`src/rtl/alu_psubsb_seq_if.sv`:
```
// Operand/result bus for the lane-serial packed saturating subtractor.
interface alu_psubsb_seq_if #(
  parameter int unsigned W     = 16,
  parameter int unsigned LANES = 4
) ();
  logic             start;
  logic [W-1:0]     A;
  logic [W-1:0]     B;
  logic             busy;
  logic             done;
  logic [W-1:0]     S;
  logic [LANES-1:0] sat;
  logic             ovf;

  modport master (output start, A, B, input busy, done, S, sat, ovf);
  modport slave  (input start, A, B, output busy, done, S, sat, ovf);
endinterface

```
`src/rtl/alu_psubsb_seq.sv`:
```
// Lane-serial packed saturating subtractor: one signed lane per cycle through
// a single shared subtract datapath, saturating per lane.
module alu_psubsb_seq #(
  parameter int unsigned LANE_W = 4,
  parameter int unsigned LANES  = 4
) (
  input  logic               clk,
  input  logic               rst,
  alu_psubsb_seq_if.slave    bus
);
  localparam int unsigned W     = LANE_W * LANES;
  localparam int unsigned CNT_W = $clog2(LANES);
  localparam int unsigned IDX_W = $clog2(W);
  localparam int unsigned MSB   = LANE_W - 1;

  typedef enum logic [1:0] {IDLE, RUN, DONE} state_e;

  state_e           state_q, state_d;
  logic [CNT_W-1:0] cnt_q, cnt_d;
  logic [W-1:0]     a_q, a_d;
  logic [W-1:0]     b_q, b_d;
  logic [W-1:0]     s_q, s_d;
  logic [LANES-1:0] sat_q, sat_d;
  logic             ovf_q, ovf_d;
  logic             busy_q, busy_d;
  logic             done_q, done_d;

  logic [IDX_W-1:0]  base;
  logic [LANE_W-1:0] a_l, b_l, diff, res;
  logic              lane_ovf;

  // Shared lane datapath: select the current lane, subtract, saturate.
  always_comb begin
    base     = IDX_W'(cnt_q) * IDX_W'(LANE_W);
    a_l      = a_q[base +: LANE_W];
    b_l      = b_q[base +: LANE_W];
    diff     = a_l + ~b_l + LANE_W'(1);
    lane_ovf = (a_l[MSB] != b_l[MSB]) && (diff[MSB] != a_l[MSB]);
    if (!lane_ovf) begin
      res = diff;
    end else if (a_l[MSB]) begin
      res = {1'b1, {(LANE_W-1){1'b0}}};
    end else begin
      res = {1'b0, {(LANE_W-1){1'b1}}};
    end
  end

  // Next-state and output logic.
  always_comb begin
    state_d = state_q;
    cnt_d   = cnt_q;
    a_d     = a_q;
    b_d     = b_q;
    s_d     = s_q;
    sat_d   = sat_q;
    ovf_d   = ovf_q;
    done_d  = 1'b0;
    // busy trails the lane commits by one cycle; a start taken in DONE keeps
    // it asserted so chained operations show no gap.
    busy_d  = (state_q == RUN);
    unique case (state_q)
      IDLE, DONE: begin
        if (bus.start) begin
          a_d     = bus.A;
          b_d     = bus.B;
          s_d     = '0;
          sat_d   = '0;
          ovf_d   = 1'b0;
          cnt_d   = '0;
          state_d = RUN;
          if (state_q == DONE) begin
            busy_d = 1'b1;
          end
        end else if (state_q == DONE) begin
          state_d = IDLE;
        end
      end
      RUN: begin
        s_d[base +: LANE_W] = res;
        sat_d[cnt_q]        = lane_ovf;
        ovf_d               = ovf_q | lane_ovf;
        cnt_d               = cnt_q + CNT_W'(1);
        if (cnt_q == CNT_W'(LANES - 1)) begin
          state_d = DONE;
          done_d  = 1'b1;
        end
      end
      default: state_d = IDLE;
    endcase
  end

  // State and result registers with synchronous reset.
  always_ff @(posedge clk) begin
    if (rst) begin
      state_q <= IDLE;
      cnt_q   <= '0;
      a_q     <= '0;
      b_q     <= '0;
      s_q     <= '0;
      sat_q   <= '0;
      ovf_q   <= 1'b0;
      busy_q  <= 1'b0;
      done_q  <= 1'b0;
    end else begin
      state_q <= state_d;
      cnt_q   <= cnt_d;
      a_q     <= a_d;
      b_q     <= b_d;
      s_q     <= s_d;
      sat_q   <= sat_d;
      ovf_q   <= ovf_d;
      busy_q  <= busy_d;
      done_q  <= done_d;
    end
  end

  assign bus.S    = s_q;
  assign bus.sat  = sat_q;
  assign bus.ovf  = ovf_q;
  assign bus.busy = busy_q;
  assign bus.done = done_q;
endmodule
```
`src/flat_wrapper.sv`:
```
// flat-port wrapper written by rule: the top's interface ports become plain ports
module alu_psubsb_seq_flat 
#(
  parameter int unsigned LANE_W = 4,
  parameter int unsigned LANES  = 4
)
  (clk, rst, bus_start, bus_A, bus_B, bus_busy, bus_done, bus_S, bus_sat, bus_ovf);
  alu_psubsb_seq_if #(.LANES(LANES)) bus_i ();
  input  logic clk;
  input  logic rst;
  input wire logic [$bits(bus_i.start)-1:0] bus_start;
  input wire logic [$bits(bus_i.A)-1:0] bus_A;
  input wire logic [$bits(bus_i.B)-1:0] bus_B;
  output wire logic [$bits(bus_i.busy)-1:0] bus_busy;
  output wire logic [$bits(bus_i.done)-1:0] bus_done;
  output wire logic [$bits(bus_i.S)-1:0] bus_S;
  output wire logic [$bits(bus_i.sat)-1:0] bus_sat;
  output wire logic [$bits(bus_i.ovf)-1:0] bus_ovf;
  assign bus_i.start = bus_start;
  assign bus_i.A = bus_A;
  assign bus_i.B = bus_B;
  assign bus_busy = bus_i.busy;
  assign bus_done = bus_i.done;
  assign bus_S = bus_i.S;
  assign bus_sat = bus_i.sat;
  assign bus_ovf = bus_i.ovf;
  alu_psubsb_seq #(.LANE_W(LANE_W), .LANES(LANES)) u_core (.clk(clk), .rst(rst), .bus(bus_i));
endmodule
```
`config.mk`:
```
export PLATFORM = sky130hd
export DESIGN_NAME = alu_psubsb_seq_flat
export DESIGN_NICKNAME = d
export VERILOG_FILES = /design/src/rtl/alu_psubsb_seq_if.sv /design/src/rtl/alu_psubsb_seq.sv /design/src/flat_wrapper.sv
export SDC_FILE = /design/constraint.sdc
export NUM_CORES = 1
export LEC_CHECK = 0
export CORE_MARGIN = 10
export CORE_UTILIZATION = 35
export DETAILED_ROUTE_END_ITERATION = 8
export PLACE_DENSITY = 0.64
export SYNTH_ARGS = -nofsm -noshare
export SYNTH_HDL_FRONTEND = slang
export SYNTH_SLANG_ARGS = --single-unit
```
`constraint.sdc`:
```
create_clock -name clk -period 4.1 [get_ports clk]
set_input_delay 0.82 -clock clk [delete_from_list [all_inputs] [get_ports clk]]
set_output_delay 0.82 -clock clk [all_outputs]
set_load 0.02 [all_outputs]
```
==> metrics.md <==
| Metric | Value |
|---|---|
| Number of antenna violations at the first check in global routing | `0` |
| Relative slew slack | `20.4%` |
| Endpoint of the worst hold-timing path | `u_core.b_q[14]$_SDFFE_PP0P_` |
| Total Nets Final | `432` |
| Final design area excluding fillers | `3690 µm²` |
| Final Non-Filler Cells | `492` |
| Cell Area, Synth | `2840 µm²` |
| DRC viols | `0` |
| Total Negative Setup Slacks | `0 ps` |
| Root buffer cell | `sky130_fd_sc_hd__clkbuf_8` |
| CP required | `4370 ps` |
| Area of the die | `12100 µm²` |
| Main synth FF type | `sky130_fd_sc_hd__dfxtp_1` |
| Number of cells traversed by the worst hold path | `2` |
| Routability congestion estimate | `0.810` |
| Sequential share of power | `42.9%` |
| Buffers & Inverters on Critical Path | `1` |
| Via count of the first global-routing pass | `2458` |
| First-pass GRT wire length | `11800 µm` |
| Largest area contributor in the netlist | `sky130_fd_sc_hd__dfxtp_1` |
| Leading post-synthesis cells by instance count | `sky130_fd_sc_hd__nand2_1 (81), sky130_fd_sc_hd__dfxtp_1 (59), sky130_fd_sc_hd__a21oi_1 (50)` |
| Most numerous cell in the Yosys netlist | `sky130_fd_sc_hd__nand2_1` |
| Register-to-Register Setup Slack | `660 ps` |
| Final setup margin | `664 ps` |
| Std-Cell Rows | `32` |
| RSZ-0062 raised after global routing | `no` |
| Number of placed cells counting well taps | `476` |
| DR iter-0 viols | `137` |
| Postcts setup bufs | `0` |
| Slowest-stage cell, CP | `sky130_fd_sc_hd__dfxtp_1` |
| CORE AREA | `7810 µm²` |
| Power density over the cells | `392 nW/µm²` |
| Number of resized instances in the post-cts repair step | `0` |
| Status | `finished clean` |
| Cells traversed along the worst timing path | `mux4_2 -> inv_1 -> ha_1 -> a21o_1 -> a21oi_1 -> fa_1 -> nor3b_1 -> a21oi_1 -> mux4_2 -> o21ai_0` |
| Clock latency at the later pin of the worst-skew pair | `350 ps` |
| Actual transition at the worst max-transition pin | `1190 ps` |
| Antenna diodes | `0` |
| Post-route clock skew | `8.42 ps` |
| Net count after synthesis | `379` |
| CTS max path bufs | `2` |
| Kind of critical path | `flop to flop` |
| GRT Overall Usage | `12.3%` |
| I/O pin count | `58` |
| H-tree depth reported by CTS | `3` |
| Relative contribution of combinational cells to total power | `19.5%` |
| Reported leakage power | `0.00131 µW` |
| CTS sink count | `59` |
| HP Start | `u_core.b_q[14]$_SDFFE_PP0P_` |
| Synthesized area divided by synthesized cell count | `8.56 µm²` |
| Endpoints failing hold | `0` |
| Post-synthesis cell count | `332` |
| P_int | `1030 µW` |
| Count of port buffers added during placement | `57` |
| Post-DP HPWL | `5590 µm` |
| CP max FO | `11` |
| Launch point of the critical path | `u_core.cnt_q[0]$_SDFFE_PP0P_` |
| Number of warning messages in the yosys log | `0` |
| # hold bufs at CTS | `0` |
| Count of nets left with antenna violations after detail routing | `0` |
| Grt ovf | `0` |
| Critical Path Max Stage Delay | `560 ps` |
| Largest voltage drop on the vdd net | `0.193 mV` |
| Number of optimization iterations in the first detailed-route pass | `4` |
| Die extent in y | `110 µm` |
| Kind of cell adding the most delay to the critical path | `multiplexers` |
| Reg2reg start | `u_core.cnt_q[0]$_SDFFE_PP0P_` |
| Clock tree from TritonCTS | `built` |
| Clock transition at the registers of the reported paths | `70 ps` |
| Number of buffers created by CTS | `9` |
| Share of synthesized flip-flops with an asynchronous set or reset | `0%` |
| Switching component of the power | `418 µW` |
| Clock network fraction of design power | `37.7%` |
| Sequential-to-total area share from yosys stat | `41.5%` |
| Data arrival time of the critical path | `3710 ps` |
| Area post-placement | `3480 µm²` |
| Number of distinct library cells after synthesis | `43` |
| Top cells by area, synth | `sky130_fd_sc_hd__dfxtp_1 (42%), sky130_fd_sc_hd__nand2_1 (11%), sky130_fd_sc_hd__a21oi_1 (8.8%)` |
| Switching fraction of total power | `28.9%` |
| Seq cells post-synth | `59` |
| Pin count of the biggest net entering global routing | `37` |
| Die outline width | `110 µm` |
| Count of flip-flops with a built-in enable after synthesis | `0` |
| Path depth of the worst reg2reg path | `10` |
| Total Wirelength | `7380 µm` |
| Capturing point of the worst reg2reg path | `u_core.bus.ovf$_SDFFE_PP0P_` |
| Crit start category | `flop` |
| Max-slew violation total from the final report | `0` |
| Starting utilization of the core area | `36.4%` |
| Max-cap violation count | `0` |
| Crit path time final | `3440 ps` |
| Setup violations, final | `0` |
| CP endpoint kind | `flop` |
| Final period util | `83.8%` |
| Fraction of layout instances using a drive strength above 1 | `8.21%` |
| Maximum frequency from static timing analysis | `291 MHz` |
| Setup slack at placement | `669 ps` |
| Via density per instance | `5.07` |
| Per-cell routed wire length | `15.0 µm` |
| Kind of path behind the tightest hold check | `flop to flop` |
| P&R area growth vs syn | `29.7%` |
| Via Count | `2494` |
| Portion of synthesized cell area occupied by the leading cell type | `41.5%` |
-- worst min-delay path, cell delays in order (launching register included) --
cell,delay [ps]
sky130_fd_sc_hd__dfxtp_1,310
sky130_fd_sc_hd__nand2_1,50
sky130_fd_sc_hd__a21oi_1,50
-- power groups by stage --
stage               Clock (µW)  Sequential, µW  Combinational, µW
floorplan                    0             629                191
global placement             0             632                276
detailed placement           0             633                280
CTS                        555             620                282
global route               574             623                314
finish                     545             620                282
-- placed cells by master (no fill, tap or decap), types with 5 or more instances in the layout --
cell type / count
sky130_fd_sc_hd__nand4_1: 7
sky130_fd_sc_hd__dfxtp_1: 59
sky130_fd_sc_hd__clkdlybuf4s50_1: 57
sky130_fd_sc_hd__mux4_2: 7
sky130_fd_sc_hd__o21ai_0: 7
sky130_fd_sc_hd__o31ai_1: 5
sky130_fd_sc_hd__inv_1: 16
sky130_fd_sc_hd__ha_1: 10
sky130_fd_sc_hd__nor2_1: 5
sky130_fd_sc_hd__nand2_1: 81
sky130_fd_sc_hd__clkbuf_8: 11
sky130_fd_sc_hd__a21oi_1: 50
sky130_fd_sc_hd__nand2b_1: 7
sky130_fd_sc_hd__o2bb2ai_1: 6
sky130_fd_sc_hd__nand3_1: 14
-- routing by layer --
metal  GRT usage (%)  part of all wire [%]
met5               0                     0
met4            4.22                   1.5
met3            4.47                   8.3
met2            19.6                    46
met1            15.1                    44
-- registers in the layout, summed over array words and instances (netlist names) --
register / flops
u_core.b_q: 16
u_core.bus.S: 16
u_core.state_q: 2
u_core.bus.busy: 1
u_core.bus.sat: 4
u_core.cnt_q: 2
u_core.bus.ovf: 1
u_core.a_q: 16
u_core.bus.done: 1
-- cell type report --
cell class	count	area, µm²
clock inverters	4	48.8
repair buffers	60	593
inverters	16	60.1
flip-flops and latches	59	1180
clock buffers	12	155
well taps	102	128
multi-input cells	239	1520
fillers	772	4120
-- stage by stage --
stage | total power (µW) | utilization [%] | hold slack (ps)
after floorplan | 819 | - | 432
after global placement | 908 | 44.6 | 443
after detailed placement | 913 | 44.6 | 447
after CTS | 1460 | 47.2 | 456
after global routing | 1510 | 47.2 | 473
final | 1450 | 47.2 | 456
-- cell families after synthesis --
family / after synthesis / share of synthesized area (%)
multiplexers: 10 / 7.75
adder cells (fa/ha/maj): 12 / 5.81
buffers and inverters: 34 / 5.11
AND/OR/NAND/NOR: 132 / 22.0
flip-flops: 59 / 41.5
AO/OA/AOI/OAI: 84 / 17.5
XOR/XNOR: 1 / 0.308
-- how the worst max path moves through the flow --
stage | endpoint | slack, ps | depth (start not counted)
floorplan | u_core.bus.ovf$_SDFFE_PP0P_ | 780 | 12
global placement | u_core.bus.sat[1]$_SDFFE_PP0P_ | 760 | 10
detailed placement | u_core.bus.ovf$_SDFFE_PP0P_ | 670 | 10
CTS | u_core.bus.ovf$_SDFFE_PP0P_ | 670 | 10
global route | u_core.bus.sat[1]$_SDFFE_PP0P_ | 390 | 10
finish | u_core.bus.ovf$_SDFFE_PP0P_ | 660 | 10
Power figures use the tool's default switching activity.
